`src/rtl/reg_file_8x16_pkg.sv`:
```
// Shared constants for the 8x16 register file: widths, FSM encoding and
// the address-to-one-hot decode helper.
package reg_file_pkg;

  localparam int DW   = 16;
  localparam int NREG = 8;
  localparam int AW   = 3;

  // FSM encoding kept as plain constants for compatibility with older tools
  localparam logic [1:0] ST_IDLE  = 2'b00;
  localparam logic [1:0] ST_CLEAR = 2'b01;
  localparam logic [1:0] ST_DONE  = 2'b10;

  // Turn a register address into a one-hot select vector
  function automatic logic [NREG-1:0] onehot_sel(input logic [AW-1:0] adr);
    onehot_sel      = '0;
    onehot_sel[adr] = 1'b1;
  endfunction

endpackage

```
`src/rtl/reg_file_8x16_if.sv`:
```
// Register-file bus: write strobe/address/data, clear request, two read
// ports and the status outputs. master = datapath side, slave = reg file.
interface reg_file_8x16_if;
  import reg_file_pkg::*;

  logic          we;
  logic [AW-1:0] W_Adr;
  logic [DW-1:0] W;
  logic [AW-1:0] R_Adr;
  logic [AW-1:0] S_Adr;
  logic          clr;
  logic [DW-1:0] R;
  logic [DW-1:0] S;
  logic          busy;
  logic          wr_ack;

  modport master (
    output we, W_Adr, W, R_Adr, S_Adr, clr,
    input  R, S, busy, wr_ack
  );

  modport slave (
    input  we, W_Adr, W, R_Adr, S_Adr, clr,
    output R, S, busy, wr_ack
  );

endinterface

```
`src/rtl/reg_file_8x16_reg16.sv`:
```
// One DW-bit storage register: synchronous active-low reset, synchronous
// clear (used by the clear-all sequence) and load enable. Clear beats load.
module reg16
  import reg_file_pkg::*;
(
  input  logic          clk,
  input  logic          reset_n,
  input  logic          ld,
  input  logic          clr,
  input  logic [DW-1:0] d,
  output logic [DW-1:0] q
);

  logic [DW-1:0] q_reg;

  // Reset, then clear, then load
  always_ff @(posedge clk) begin
    if (!reset_n)  q_reg <= '0;
    else if (clr)  q_reg <= '0;
    else if (ld)   q_reg <= d;
  end

  assign q = q_reg;

endmodule

```
`src/rtl/reg_file_8x16.sv`:
```
// 8-entry x 16-bit register file with one-shot qualified write strobe,
// two combinational read ports and a sequenced clear-all (one register per
// cycle). Optional macro REG_FILE_WR_BYPASS_EN forwards the write data to a
// read port addressing the register being written in the same cycle.
module reg_file_8x16
  import reg_file_pkg::*;
(
  input  logic              clk,
  input  logic              reset_n,
  reg_file_8x16_if.slave    bus
);

  logic [1:0]    state_reg, state_next;
  logic [AW-1:0] cnt_reg, cnt_next;
  logic          we_q_reg;
  logic          wr_ack_reg;
  logic          wr_pulse;
  logic          wr_commit;
  logic [NREG-1:0] wr_sel;
  logic [NREG-1:0] clr_sel;
  logic [DW-1:0] q_arr [NREG];
  logic [DW-1:0] r_data;
  logic [DW-1:0] s_data;

  // A write commits only on a rising strobe while idle and not pre-empted by clr
  assign wr_pulse  = bus.we & ~we_q_reg;
  assign wr_commit = reset_n & (state_reg == ST_IDLE) & wr_pulse & ~bus.clr;

  assign wr_sel  = onehot_sel(bus.W_Adr) & {NREG{wr_commit}};
  assign clr_sel = onehot_sel(cnt_reg) & {NREG{state_reg == ST_CLEAR}};

  // Clear sequencer next-state: walk cnt 0..7 once, then a single DONE cycle
  always_comb begin
    state_next = state_reg;
    cnt_next   = cnt_reg;
    case (state_reg)
      ST_IDLE: begin
        if (bus.clr) begin
          state_next = ST_CLEAR;
          cnt_next   = '0;
        end
      end
      ST_CLEAR: begin
        if (cnt_reg == AW'(NREG - 1)) state_next = ST_DONE;
        else                          cnt_next   = cnt_reg + 1'b1;
      end
      ST_DONE:  state_next = ST_IDLE;
      default:  state_next = ST_IDLE;
    endcase
  end

  // Control state; we_q resets high so a strobe held through reset is ignored
  always_ff @(posedge clk) begin
    if (!reset_n) begin
      state_reg  <= ST_IDLE;
      cnt_reg    <= '0;
      we_q_reg   <= 1'b1;
      wr_ack_reg <= 1'b0;
    end else begin
      state_reg  <= state_next;
      cnt_reg    <= cnt_next;
      we_q_reg   <= bus.we;
      wr_ack_reg <= wr_commit;
    end
  end

  // Storage: one loadable register per address
  generate
    for (genvar gi = 0; gi < NREG; gi++) begin : g_regs
      reg16 u_reg (
        .clk     (clk),
        .reset_n (reset_n),
        .ld      (wr_sel[gi]),
        .clr     (clr_sel[gi]),
        .d       (bus.W),
        .q       (q_arr[gi])
      );
    end
  endgenerate

  // Read ports straight from register state, with optional same-cycle forwarding
  always_comb begin
    r_data = q_arr[bus.R_Adr];
    s_data = q_arr[bus.S_Adr];
`ifdef REG_FILE_WR_BYPASS_EN
    if (wr_commit && (bus.R_Adr == bus.W_Adr)) r_data = bus.W;
    if (wr_commit && (bus.S_Adr == bus.W_Adr)) s_data = bus.W;
`else
`endif
  end

  assign bus.R      = r_data;
  assign bus.S      = s_data;
  assign bus.busy   = (state_reg == ST_CLEAR);
  assign bus.wr_ack = wr_ack_reg;

endmodule

```
`src/flat_wrapper.sv`:
```
// flat-port wrapper written by rule: the top's interface ports become plain ports
module reg_file_8x16_flat import reg_file_pkg::*;
  (clk, reset_n, bus_we, bus_W_Adr, bus_W, bus_R_Adr, bus_S_Adr, bus_clr, bus_R, bus_S, bus_busy, bus_wr_ack);
  reg_file_8x16_if bus_i ();
  input  logic clk;
  input  logic reset_n;
  input wire logic [$bits(bus_i.we)-1:0] bus_we;
  input wire logic [$bits(bus_i.W_Adr)-1:0] bus_W_Adr;
  input wire logic [$bits(bus_i.W)-1:0] bus_W;
  input wire logic [$bits(bus_i.R_Adr)-1:0] bus_R_Adr;
  input wire logic [$bits(bus_i.S_Adr)-1:0] bus_S_Adr;
  input wire logic [$bits(bus_i.clr)-1:0] bus_clr;
  output wire logic [$bits(bus_i.R)-1:0] bus_R;
  output wire logic [$bits(bus_i.S)-1:0] bus_S;
  output wire logic [$bits(bus_i.busy)-1:0] bus_busy;
  output wire logic [$bits(bus_i.wr_ack)-1:0] bus_wr_ack;
  assign bus_i.we = bus_we;
  assign bus_i.W_Adr = bus_W_Adr;
  assign bus_i.W = bus_W;
  assign bus_i.R_Adr = bus_R_Adr;
  assign bus_i.S_Adr = bus_S_Adr;
  assign bus_i.clr = bus_clr;
  assign bus_R = bus_i.R;
  assign bus_S = bus_i.S;
  assign bus_busy = bus_i.busy;
  assign bus_wr_ack = bus_i.wr_ack;
  reg_file_8x16 u_core (.clk(clk), .reset_n(reset_n), .bus(bus_i));
endmodule
```
`config.mk`:
```
export PLATFORM = sky130hd
export DESIGN_NAME = reg_file_8x16_flat
export DESIGN_NICKNAME = d
export VERILOG_FILES = /design/src/rtl/reg_file_8x16_pkg.sv /design/src/rtl/reg_file_8x16_if.sv /design/src/rtl/reg_file_8x16_reg16.sv /design/src/rtl/reg_file_8x16.sv /design/src/flat_wrapper.sv
export SDC_FILE = /design/constraint.sdc
export NUM_CORES = 1
export LEC_CHECK = 0
export CAP_MARGIN = 10
export CORE_MARGIN = 3
export CORE_UTILIZATION = 52
export CTS_BUF_LIST = sky130_fd_sc_hd__clkbuf_4
export CTS_CLUSTER_DIAMETER = 80
export CTS_CLUSTER_SIZE = 12
export DETAILED_ROUTE_END_ITERATION = 16
export GPL_ROUTABILITY_DRIVEN = 0
export GPL_TIMING_DRIVEN = 0
export PLACE_DENSITY = 0.73
export SYNTH_ARGS = -nofsm -noshare
export SYNTH_HDL_FRONTEND = slang
export SYNTH_SLANG_ARGS = --single-unit
```
`constraint.sdc`:
```
create_clock -name clk -period 2.7 [get_ports clk]
set_clock_uncertainty 0.1 [all_clocks]
set_input_delay 0.54 -clock clk [delete_from_list [all_inputs] [get_ports clk]]
set_output_delay 0.54 -clock clk [all_outputs]
set_load 0.02 [all_outputs]
```
# [After elaboration in Yosys (flattened, before gate mapping)]
# Cells that the tools add are included.
[totals] word_cells=65 register_bits=135 out_inout_bits=34 input_bits=29
[op_classes] n_eq_ne=5 n_lt_le_gt_ge=6 n_reduce_logical=14 bitwise_logic=11 n_addsub=1 n_mux=16
[ops] operator="$bmux 16 s3" n=2
[ops] operator="$mux 16" n=4
[ops] operator="$and 8x8->8" n=2
[ops] operator="$reduce_or 2->1" n=8
[ops] operator="$ge 4x4->1 const B" n=2
[ops] operator="$lt 3x4->1 const B" n=2
[ops] operator="$not 3->4" n=2
[ops] operator="$demux 1 s3" n=2
[ops] operator="$ge 3x1->1 const B" n=2
[ops] operator="$mux 3" n=2
[ops] operator="$pmux 3 s2" n=1
[ops] operator="$and 1x1->1" n=4
[ops] operator="$mux 2" n=2
[ops] operator="$ne 2x2->1 const B" n=2
[ops] operator="$pmux 2 s2" n=1
[ops] operator="$add 3x1->3 const B" n=1
[ops] operator="$eq 3x3->1 const B" n=1
[ops] operator="$not 1->1" n=3
[ops] operator="$reduce_and 3->1" n=1
[ops] operator="$eq 2x1->1 const B" n=1
[ops] operator="$logic_and 1x1->1" n=2
[ops] operator="$logic_not 2->1" n=1
[ops] operator="$mux 1" n=2
[ops] operator="$ne 2x1->1 const B" n=1
[ops] operator="2 further kinds" n=2

# [Depth between registers and ports, before layout]
# Gate-level depths: netlist of run 1.
[depth] ltp_word=6 ltp_mapped=6

# [By module]
# A second synthesis of run 1 with hierarchy kept.
[unflattened] cells_unflattened=592 hier_area_um2=7309.5
[modules_own_cells] mod="reg16" instances=8 seq_area_each_um2=320.3 cells_per_inst=53 area_per_inst_um2=594.3
[modules_own_cells] mod="reg_file_8x16" instances=1 seq_area_each_um2=140.1 cells_per_inst=168 area_per_inst_um2=2555.0

# [Least setup slack after synthesis of run 1]
# Ideal clock, no wire load.
[synth_path] path_type="input to output" startpoint="in bus_R_Adr[0]" endpoint="out bus_R[10]" required_time_ns=2.060 path_buffers=2 setup_slack_ns=0.159 path_stages=4 arrival_time_ns=1.901 path_cell_list="clkbuf_1 buf_2 mux4_2 mux2_2"
[synth_via] elab_chain_len=4
[synth_rtl] element="start: declaration" line="flat_wrapper.sv:10" source="input wire logic [$bits(bus_i.R_Adr)-1:0] bus_R_Adr;"
[synth_rtl] element="$not 3->4 (not written as such)" line="reg_file_8x16.sv:83" source="r_data = q_arr[bus.R_Adr];"
[synth_rtl] element="$bmux 16 s3" line="reg_file_8x16.sv:83"
[synth_rtl] element="$mux 16 (not written as such) (2 in a row)" line="reg_file_8x16.sv:83"
[synth_rtl] element="end: declaration" line="flat_wrapper.sv:13" source="output wire logic [$bits(bus_i.R)-1:0] bus_R;"
# Every way passes these cells. The select of a mux whose other input is x is not followed.

# [Worst setup path after layout of run 1]
[layout_path] startpoint="in bus_R_Adr[0]" endpoint="out bus_R[12]"
# Same word-level chain as after synthesis.

==> reports/results.ini, run 1 <==
[status]
outcome = finished clean

[detailed_routing]
vias_per_cell = 7.65
vias = 7784
wl_per_cell_um = 29.1
drcViolationCount = 0
dr.pass1.iters = 7
routed_wirelength_mm = 29.6
drtAntennaViolNets = 0
drt_iter0_drc = 1470

[synthesis]
synth_area_um2 = 7780
synth_warnings = 0
synth_fp_nets = 775
seq_area_frac_synth = 0.347
synth_cells = 744
synth_flop_cell = dfxtp_1
synth_edf_count = 0
synth_cell_types = 37
syn_avg_cell_area_um2 = 10.5
synth_async_sr_flop_share = 0
synth_seq_cells = 135

[die]
die_w_um = 128
pin_count = 63
start_util = 0.534
die_area_um2 = 16500
fp.dieH_um = 128
row_count = 44
coreArea_um2 = 14600

[run]
cap_violations = 0

[global_routing]
grt_max_degree = 17
grt_overflow = 0
first_global_vias = 7644
gr-usage-all-layers = 0.359
grt_pass1_wl_mm = 44.2
antenna_found_initial = 0

[worst_setup_path]
cp_max_fo = 6
path_class = in -> out
crit_path_end_kind = output pin
crit_arrival_ps = 2040
cp.required_ps = 2060
critPathLaunchType = input port

[clocking]
cts_buffer_depth = 2
insertion_delay_ps = 570
clk_pin_slew_ps = 140
cts.sinks = 135
root_buffer = clkbuf_4
numCtsBuffers = 17
post_cts_buffers = 0
htreeDepth = 4
tritoncts = built

[timing]
setup_viol = 0
drv_slew = 0
hold_violations = 0
period_minus_slack_ps = 2680
slew_headroom = 0.296
rsz0062_at_grt = false
max_freq_mhz = 373
worst_pin_slew_ps = 1060
finalWorstSetupSlack_ps = 20.1
fin_crit_sh = 0.993

[power]
leakage_uw = 0.00330
finalPower_uw = 4380
vdd_drop_max_uv = 461
p_per_area_nw_per_um2 = 483

[cells_and_area]
largest_reg_flops = 128
fin_nets = 850
drive_above_1_share = 0.250
syn2layout_area_growth_pct = 16.4
fillCellCount = 1170

[placement]
numPortBuffers = 53
dp_worst_setup_slack_ps = -678
hpwl_mm = 20.9

[min_path]
hp-class = in -> reg

-- cells by family after synthesis --
group,synth area share
AOI/OAI and AO/OA,0.192
and+or+nand+nor,0.105
adders and majority gates,0.00321
muxes,0.280
buffers and inverters,0.0718
DFF,0.347
-- final timing paths --
kind / start / endpoint / slack (ps) / cells past startpoint
worst max-delay path: bus_R_Adr[0] / bus_R[12] / 20 / 5
worst min-delay path: bus_W[14] / u_core.g_regs[0].u_reg.q[14] / 230 / 3
worst max register to register: u_core.cnt_reg[0] / u_core.g_regs[2].u_reg.q[14] / 350 / 5
worst min register to register: u_core.g_regs[2].u_reg.q[13] / u_core.g_regs[2].u_reg.q[13] / 390 / 2
-- worst max-delay path, stage by stage --
cell and delay (ps):
clkbuf_8 170, bufbuf_16 290, mux4_2 490, mux2_2 290, clkdlybuf4s15_2 260
-- synthesized netlist by cell type, types with 11 or more instances --
library cell / count / area (um^2)
inv_1: 16 / 60.1
buf_6: 11 / 124
buf_2: 31 / 155
nand4_1: 90 / 563
dfxtp_1: 135 / 2700
mux2i_1: 38 / 380
o211ai_1: 38 / 285
mux4_2: 64 / 1440
o31ai_1: 93 / 698
a21oi_1: 90 / 450
mux2_2: 32 / 360
clkbuf_1: 51 / 191
-- per-layer routing --
layer  vias to the layer above  GRT usage  wire length [um]
met2                       775      0.528             12500
met4                         0      0.213              2260
met1                      3666      0.463             10500
met3                       192      0.117              4340
met5                         -          0                 0
li1                       3151          -                 -
-- layout by cell type (no fill, tap or decap), types with 23 or more instances in the layout --
cell | Yosys | final
o211ai_1 | 38 | 38
buf_2 | 31 | 23
mux2_2 | 32 | 32
clkbuf_1 | 51 | 47
mux4_2 | 64 | 64
nand4_1 | 90 | 90
dfxtp_1 | 135 | 133
o31ai_1 | 93 | 93
a21oi_1 | 90 | 90
mux2i_1 | 38 | 38
-- power breakdown --
group / internal (uW) / total (uW) / switching [uW]
sequential: 2000 / 2010 / 7.19
clock: 1020 / 1820 / 801
combinational: 173 / 554 / 381
-- through the flow --
stage          instance area, um^2  TNS, ps  std cells  utilization  hold WS (ps)
6_report                      9060        0       1017        0.621           234
5_1_grt                       9060        0       1016        0.621           248
4_1_cts                       9130    -2.90       1016        0.626           231
3_5_place_dp                  8550   -22360        982        0.586           374
3_3_place_gp                  8550   -21000        981        0.586           363
2_1_floorplan                 7780        0        744            -           355
-- final cells by class --
class / count / area [um^2] / share of cell area
antenna: 1 / 2.50 / 0.000276
buffer: 100 / 647 / 0.0714
clock buffer: 18 / 135 / 0.0149
clock inverter: 14 / 254 / 0.0280
inverter: 16 / 60.1 / 0.00663
multi-input combinational: 493 / 4520 / 0.499
sequential: 135 / 2710 / 0.299
tap: 184 / 230 / 0.0254
timing repair buffer: 56 / 504 / 0.0556
-- repair_timing --
action,4_1_cts,5_1_grt
gates resized for setup,95,38
hold buffers,0,0
endpoints found under the setup margin,32,26
cloned,2,0
Note: power is estimated with default switching activity, not from simulation.
==> inputs of run 2 (changes only) <==
Settings changed: CTS_BUF_LIST sky130_fd_sc_hd__clkbuf_4 to sky130_fd_sc_hd__clkbuf_4 sky130_fd_sc_hd__clkbuf_8, PLACE_DENSITY 0.73 to 0.75.
Clock period 2.7 ns to 2.3 ns, I/O delays scaled along.
==> run 2 against run 1 <==
The run now ends with negative setup slack left. Design area increased by 6.1%. Combinational power rose by 25%. Cell count increased by 0.98%. Wire length rose by 2.3%. Flip-flop and latch count is the same.
==> reports/results.ini, run 2 (same netlist as run 1, synthesis figures left out) <==
[status]
outcome = finished, violations left
failed_checks = negative setup slack

[die]
row_count = 44
pin_count = 63
die_w_um = 128
die_area_um2 = 16500
start_util = 0.534
coreArea_um2 = 14600
fp.dieH_um = 128

[power]
finalPower_uw = 5210
seqPwrFrac = 0.451
power_frac_comb = 0.133
p_per_area_nw_per_um2 = 542
intPower_uw = 3730
leakage_uw = 0.00357
vdd_drop_max_uv = 399
switching_share = 0.285
switchingPower_uw = 1480
p_clk_frac = 0.416

[cells_and_area]
drive_above_1_share = 0.349
mostFrequentLayoutCell = o31ai_1
layout_common_cells = 93 x o31ai_1, 90 x nand4_1, 90 x a21oi_1
fin_area_um2 = 9620
fillCellCount = 1082
largest_reg_flops = 128
diodes = 0
final_cells = 1027
fin_nets = 861
syn2layout_area_growth_pct = 23.5

[placement]
numPortBuffers = 53
placedCellCount = 982
dp_worst_setup_slack_ps = -810
dpl-instance-area_um2 = 8570
hpwl_mm = 20.7

[worst_setup_path]
cp.required_ps = 1740
cp_max_fo = 3
crit_path_end_kind = output pin
path_class = reg -> out
critPathLaunchType = register
crit_arrival_ps = 1780

[detailed_routing]
vias = 7919
wl_per_cell_um = 29.5
drt_iter0_drc = 1540
drcViolationCount = 0
dr.pass1.iters = 6
vias_per_cell = 7.71
drtAntennaViolNets = 0
routed_wirelength_mm = 30.3

[global_routing]
gr-usage-all-layers = 0.370
grt_pass1_wl_mm = 45.3
antenna_found_initial = 1
grt_overflow = 0
first_global_vias = 7775
grt_max_degree = 17

[run]
cap_violations = 0

[clocking]
tritoncts = built
clk_pin_slew_ps = 90
htreeDepth = 4
root_buffer = clkbuf_8
numCtsBuffers = 17
insertion_delay_ps = 480
cts.sinks = 135
cts_buffer_depth = 2

[timing]
setup_viol = 32
rsz0062_at_grt = true
finalSetupTns_ps = -660
hold_violations = 0
slew_headroom = 0.322
fin_crit_sh = 1.02
max_freq_mhz = 427
worst_pin_slew_ps = 1020
period_minus_slack_ps = 2340
finalWorstSetupSlack_ps = -42.3
drv_slew = 0

[min_path]
hp-class = in -> reg

-- run 2: cell count changes in the layout (fill, tap and decap cells not counted), sizes merged, moves of 2 or more --
| cell | delta |
|---|---|
| buf | +40 |
| dlygate4sd2 | -2 |
| bufinv | -4 |
| clkbuf | -12 |
| clkdlybuf4s15 | -10 |
-- run 2: power groups by stage --
stage | sequential, uW | combinational, uW | clock [uW]
after floorplan | 2400 | 335 | 0
after global placement | 2410 | 561 | 0
after detailed placement | 2410 | 569 | 0
after CTS | 2350 | 650 | 2140
after global routing | 2350 | 707 | 2240
final | 2350 | 695 | 2170
-- run 2: critical path: stages, from the launching register on --
cell and delay, ps:
dfxtp_1 350, mux4_2 510, mux2_4 300, buf_6 130
-- run 2: repair_timing --
| item | CTS | global route |
|---|---|---|
| buffers inserted | 4 | 5 |
| hold buffers | 0 | 0 |
| setup endpoints to repair | 34 | 84 |
| gates cloned | 5 | 0 |
| gates resized for setup | 291 | 51 |
-- run 2: per-stage QoR --
stage / hold WS [ps] / util
after floorplan: 355 / -
after global routing: 269 / 0.659
final: 267 / 0.659
after global placement: 363 / 0.587
after detailed placement: 371 / 0.587
after CTS: 268 / 0.649
-- run 2: worst paths after layout --
| check | start | end | slack (ps) | cells after the start |
|---|---|---|---|---|
| worst max-delay path | u_core.g_regs[4].u_reg.q[9] | bus_R[9] | -40 | 3 |
| worst min-delay path | bus_W[10] | u_core.g_regs[1].u_reg.q[10] | 270 | 3 |
| worst max register to register | u_core.state_reg[1] | u_core.g_regs[3].u_reg.q[5] | -30 | 5 |
| worst min register to register | u_core.g_regs[3].u_reg.q[13] | u_core.g_regs[3].u_reg.q[13] | 380 | 2 |
-- run 2: per-layer routing --
metal  vias to the layer above  global-route usage  part of all wire
met5                         -                   0           0.00043
met4                         2               0.221             0.081
met3                       214               0.129              0.15
met2                       789               0.546              0.43
met1                      3744               0.471              0.34
li1                       3170                   -                 -
-- run 2: area by class of cell --
type                       instances  area, um^2  area share
multi-input combinational        493        4650       0.483
sequential                       135        2780       0.289
timing repair buffer              68         777      0.0808
buffer                            99         698      0.0726
clock buffer                      21         277      0.0288
tap                              184         230      0.0239
clock inverter                    11         149      0.0155
inverter                          16        60.1     0.00625
